==> src/rtl/lr35902_pkg.sv <==
// Shared LR35902 bus constants and types for the OAM DMA engine.
// Latency: n/a (declarations only).
// Backpressure: n/a.
package lr35902_pkg;

    typedef enum logic [1:0] {
        IDLE  = 2'd0,
        START = 2'd1,
        XFER  = 2'd2
    } dma_state_t;

    localparam logic [15:0] DMA_REG_ADR   = 16'hFF46;
    localparam logic [15:0] OAM_BASE      = 16'hFE00;
    localparam int          OAM_LEN       = 160;
    localparam logic [15:0] HRAM_IO_BASE  = 16'hFF00;
    localparam logic [7:0]  DMA_ECHO_MASK = 8'hDF;

    // Source pages 0xE0-0xFF are echo RAM; fold them back onto WRAM 0xC0-0xDF.
    function automatic logic [7:0] dma_src_page(input logic [7:0] v);
        return (v >= 8'hE0) ? (v & DMA_ECHO_MASK) : v;
    endfunction

endpackage

==> src/rtl/lr35902_oam_dma.sv <==
// OAM DMA: a CPU write to REG_ADR copies LEN bytes from {src,8'h00} into OAM.
// Latency: write at clk T, first ce ends START, each later ce moves one byte.
// Backpressure: ce low freezes the engine; a register write restarts it at any time.
//
// Ports:
//   clk, reset            system clock, synchronous active-high reset
//   ce                    one-clk strobe per machine cycle, paces the transfer
//   cpu_adr/cpu_wr/cpu_din CPU bus write port (register decode happens here)
//   dma_reg               last value written to REG_ADR (readback)
//   dma_active, bus_dma   transfer pending/running, DMA owns the source bus
//   dma_adr, bus_data     source address and the byte returned for it
//   oam_adr/oam_wdata/oam_we OAM write port
//   cpu_block             current CPU access must be ignored (reads as 8'hFF)
module lr35902_oam_dma
    import lr35902_pkg::*;
#(
    parameter int          LEN     = OAM_LEN,
    parameter logic [15:0] REG_ADR = DMA_REG_ADR
) (
    input  logic        clk,
    input  logic        reset,
    input  logic        ce,
    input  logic [15:0] cpu_adr,
    input  logic        cpu_wr,
    input  logic [7:0]  cpu_din,
    output logic [7:0]  dma_reg,
    output logic        dma_active,
    output logic        bus_dma,
    output logic [15:0] dma_adr,
    input  logic [7:0]  bus_data,
    output logic [7:0]  oam_adr,
    output logic [7:0]  oam_wdata,
    output logic        oam_we,
    output logic        cpu_block
);

    // With LEN==256 this is 8'hFF, so the 8-bit index never wraps.
    localparam logic [7:0] LAST_IDX = 8'(LEN - 1);

    dma_state_t  state_q;
    logic [7:0]  idx_q;
    logic [7:0]  src_q;
    logic [7:0]  src_d;
    logic [7:0]  dma_reg_q;
    logic        reg_wr;
    logic        in_xfer;

    // Register decode is independent of ce so a write is never missed.
    assign reg_wr  = cpu_wr && (cpu_adr == REG_ADR);
    assign src_d   = dma_src_page(cpu_din);
    assign in_xfer = (state_q == XFER);

    always_ff @(posedge clk) begin
        if (reset) begin
            state_q   <= IDLE;
            idx_q     <= 8'h00;
            src_q     <= 8'h00;
            dma_reg_q <= 8'h00;
        end else if (reg_wr) begin
            // A write in any state (re)starts the transfer from byte 0.
            dma_reg_q <= cpu_din;
            src_q     <= src_d;
            idx_q     <= 8'h00;
            state_q   <= START;
        end else if (ce) begin
            unique case (state_q)
                START: begin
                    state_q <= XFER;
                    idx_q   <= 8'h00;
                end
                XFER: begin
                    if (idx_q == LAST_IDX) begin
                        state_q <= IDLE;
                        idx_q   <= 8'h00;
                    end else begin
                        idx_q <= idx_q + 8'd1;
                    end
                end
                default: ;
            endcase
        end
    end

    assign dma_reg    = dma_reg_q;
    assign dma_active = (state_q != IDLE);
    assign bus_dma    = in_xfer;
    assign dma_adr    = in_xfer ? {src_q, idx_q} : 16'h0000;
    assign oam_adr    = in_xfer ? idx_q : 8'h00;
    assign oam_wdata  = bus_data;
    // A coinciding register write wins: the byte is dropped and the restart taken.
    assign oam_we     = ce && in_xfer && !reg_wr;
    // I/O and HRAM stay reachable so the CPU can poll or restart the DMA.
    assign cpu_block  = in_xfer && (cpu_adr < HRAM_IO_BASE);

endmodule

==> config.mk <==
export PLATFORM = sky130hd
export DESIGN_NAME = lr35902_oam_dma
export DESIGN_NICKNAME = d
export VERILOG_FILES = /design/src/rtl/lr35902_pkg.sv /design/src/rtl/lr35902_oam_dma.sv
export SDC_FILE = /design/constraint.sdc
export NUM_CORES = 1
export LEC_CHECK = 0
export CAP_MARGIN = 40
export CORE_MARGIN = 2
export CORE_UTILIZATION = 36
export DETAILED_ROUTE_END_ITERATION = 7
export GPL_TIMING_DRIVEN = 1
export PLACE_DENSITY_LB_ADDON = 0.2
export SYNTH_ARGS = -nofsm -noshare
export SYNTH_HDL_FRONTEND = slang
export SYNTH_SLANG_ARGS = --single-unit
==> constraint.sdc <==
create_clock -name clk -period 2.1 [get_ports clk]
set_input_delay 0.525 -clock clk [delete_from_list [all_inputs] [get_ports clk]]
set_output_delay 0.525 -clock clk [all_outputs]
set_load 0.05 [all_outputs]
==> key figures <==
Route
  • Drt pass-1 iters: 5
  • Iter 0 DRT Violations: 59
  • WL per Instance: 14.3 µm
  • Total number of vias: 1349
  • Routed vias/inst: 5.13
  • ANT nets after route: 0
  • Drt total wl: 3760 µm
  • DRC: 0

Timing
  • Final hold violation count: 0
  • Hold slack: 0.491 ns
  • Worst Max-Slew Pin Slew: 0.500 ns
  • Worst Skew: 0.00603 ns
  • Max-slew violations: 0
  • Period utilisation layout: 0.985
  • Slew headroom: 0.666
  • Setup WS post-layout: 0.0313 ns
  • Number of setup violations in the final report: 0
  • Achievable Freq: 0.483 GHz
  • RSZ-0062 raised after global routing: no
  • Crit path time final: 2.07 ns

Synthesis
  • Seq cells post-synth: 19
  • Synthesized area per cell: 7.82 µm²
  • Sequential element share of the synthesized area: 0.308
  • YS warnings: 0
  • Unique masters post-synth: 33
  • Synthesized netlist cell count: 158
  • Post-Synthesis Net Count: 198
  • Mapped cell area: 1240 µm²

Flow run
  • MaxCap Viol Count: 0

Clocking
  • Clk slew on worst S/H paths: 0.12 ns
  • Clock buffer depth: 2
  • Clock Sinks: 19
  • Clock latency on the worst-skew pair: 0.31 ns
  • Clk root buf: clkbuf_4
  • Post-CTS Hold Fix Bufs: 0
  • CTS tree: yes
  • Num CTS Buffers: 3
  • Htree depth: 1

Min path
  • Worst hold path depth: 2
  • Worst hold path class: reg2reg
  • Worst min-delay path startpoint: src_q[1]
  • Worst Hold End: src_q[1]

Floorplan
  • Row cnt: 21
  • DIE AREA: 3920 µm²
  • Core area: 3310 µm²
  • # IOs: 80
  • Die height: 62.6 µm
  • Die width: 62.6 µm
  • Initial Utilization: 0.373

Placement
  • Post-Place Worst Slack: -0.421 ns
  • HPWL after DPL: 2610 µm
  • GP Congestion: 0.891
  • IO Port Bufs: 63

Global route
  • GR Layer Usage met2: 0.348
  • Largest net degree at the start of global routing: 27
  • Grt total ovfl: 0
  • First-pass GRT wire length: 6040 µm
  • GRT met3 Usage: 0.0450
  • Grt peak-use layer: met2
  • Gr usage total: 0.189
  • Vias in the first global route: 1333
  • Met1 usage: 0.206
  • Initial antenna violation count: 0

Finish
  • Final Util: 0.672
  • Regs by FF count: idx_q x8, src_q x8, state_q x2
  • Diode count: 0
  • Most frequent cells in the layout: buf_12, buf_4, dfxtp_1
  • Share of cells above drive strength 1: 0.350
  • Layout area overhead: 80.1%
  • Final net count: 258
  • Commonest non-fill, non-tap cell in the layout: buf_12

Power and ir drop
  • Tot Pwr: 0.000728 W
  • Power per cell area: 327 nW/µm²
  • Pleak: 0.873 nW
  • VDD IR max: 184 µV

Critical path
  • Crit path DAT: 1.54 ns
  • Crit path required time: 1.57 ns
  • CP Capture Type: primary output
  • FF-to-FF End: idx_q[2]
  • Crit path buffers/inverters: 2
  • Slowest-stage cell, CP: and3b_1
  • Critical path type: in2out
  • Worst reg2reg setup slack: 0.25 ns
  • Crit-path leading delay family: simple AND/OR/NAND/NOR gates
  • Setup crit start kind: input port
  • Reg2reg start: state_q[1]
  • CP max FO: 2
  • Slowest stage delay, CP: 0.27 ns
  • R2R depth: 5
  • CP cell instances: dlygate4sd2_1 > nand3b_1 > and3b_1 > and2_4 > nor2_4 > buf_8

Run status
  • Status: complete, no violations
stage by stage:
| step | setup TNS, ns | cells | cell area (µm²) |
|---|---|---|---|
| after CTS | 0 | 261 | 2200 |
| after floorplan | 0 | 158 | 1270 |
| after detailed placement | -1.89 | 242 | 2050 |
| final | 0 | 263 | 2230 |
| after global routing | 0 | 263 | 2230 |
| after global placement | -0.295 | 242 | 2050 |
layer usage:
metal / routed length (µm) / vias up
li1: - / 651
met1: 1480 / 631
met2: 1930 / 57
met3: 260 / 10
met4: 93 / 0
met5: 0 / -
worst reg2reg max path, stage by stage (launching register included):
cell	delay (ns)
dfxtp_1	0.41
inv_1	0.10
ha_1	0.34
nand3_1	0.16
or3b_2	0.50
a211oi_1	0.25
synthesized netlist by cell type, drive strengths merged:
master / n / area [µm²]
buf: 27 / 191
dfxtp: 19 / 380
and2: 18 / 113
nand3: 13 / 70.1
a21oi: 12 / 63.8
o21ai: 11 / 55.1
nand2: 8 / 30.0
nor2: 5 / 18.8
nor3: 5 / 25.0
clkbuf: 4 / 15.0
ha: 4 / 50.1
inv: 4 / 15.0
nand4: 4 / 25.0
nor4: 4 / 25.0
xnor2: 3 / 26.3
a211oi: 2 / 15.0
a21o: 2 / 15.0
nor2b: 2 / 12.5
a22oi: 1 / 7.51
a311oi: 1 / 8.76
a32oi: 1 / 8.76
and3: 1 / 6.26
and3b: 1 / 8.76
nand3b: 1 / 7.51
nand4bb: 1 / 11.3
o221ai: 1 / 8.76
or3: 1 / 6.26
or3b: 1 / 8.76
or4: 1 / 7.51
power by group:
group / internal [W] / switching [W] / leakage [nW]
clock: 0.0000712 / 0.000126 / 0.0177
sequential: 0.000362 / 0.00000227 / 0.153
combinational: 0.0000864 / 0.0000792 / 0.702
total: 0.000520 / 0.000208 / 0.873
logic make-up (layout without fill, tap and decap cells):
family / Yosys count / after routing / share of synthesized area
compound gates: 31 / 31 / 0.148
xor+xnor: 3 / 3 / 0.0213
fa+ha+maj: 4 / 4 / 0.0405
buf+inv: 35 / 94 / 0.179
flops: 19 / 19 / 0.308
simple gates: 66 / 66 / 0.304
area by class of cell:
class                           instances  area, µm²
Inverter                                4       15.0
Fill cell                             273       1080
Sequential cell                        19        380
Tap cell                               46       57.6
Clock buffer                            3       22.5
Timing Repair Buffer                   86       1050
Clock inverter                          1       5.00
Multi-Input combinational cell        104        692
worst max-delay path by stage:
stage	endpoint	cells after the start	from
2_1_floorplan	oam_adr[4]	5	state_q[0]
5_1_grt	oam_adr[7]	5	state_q[0]
6_report	oam_we	6	cpu_adr[3]
3_3_place_gp	oam_we	6	cpu_adr[0]
4_1_cts	oam_we	5	state_q[0]
3_5_place_dp	oam_we	6	cpu_adr[0]
timing repair:
action	CTS	global route
endpoints found under the setup margin	4	28
gates resized for setup	29	6
endpoints found under the hold margin	0	0
pin swaps	9	2
gates cloned	0	0
setup buffers	15	2
(Power assumes the default switching activity.)
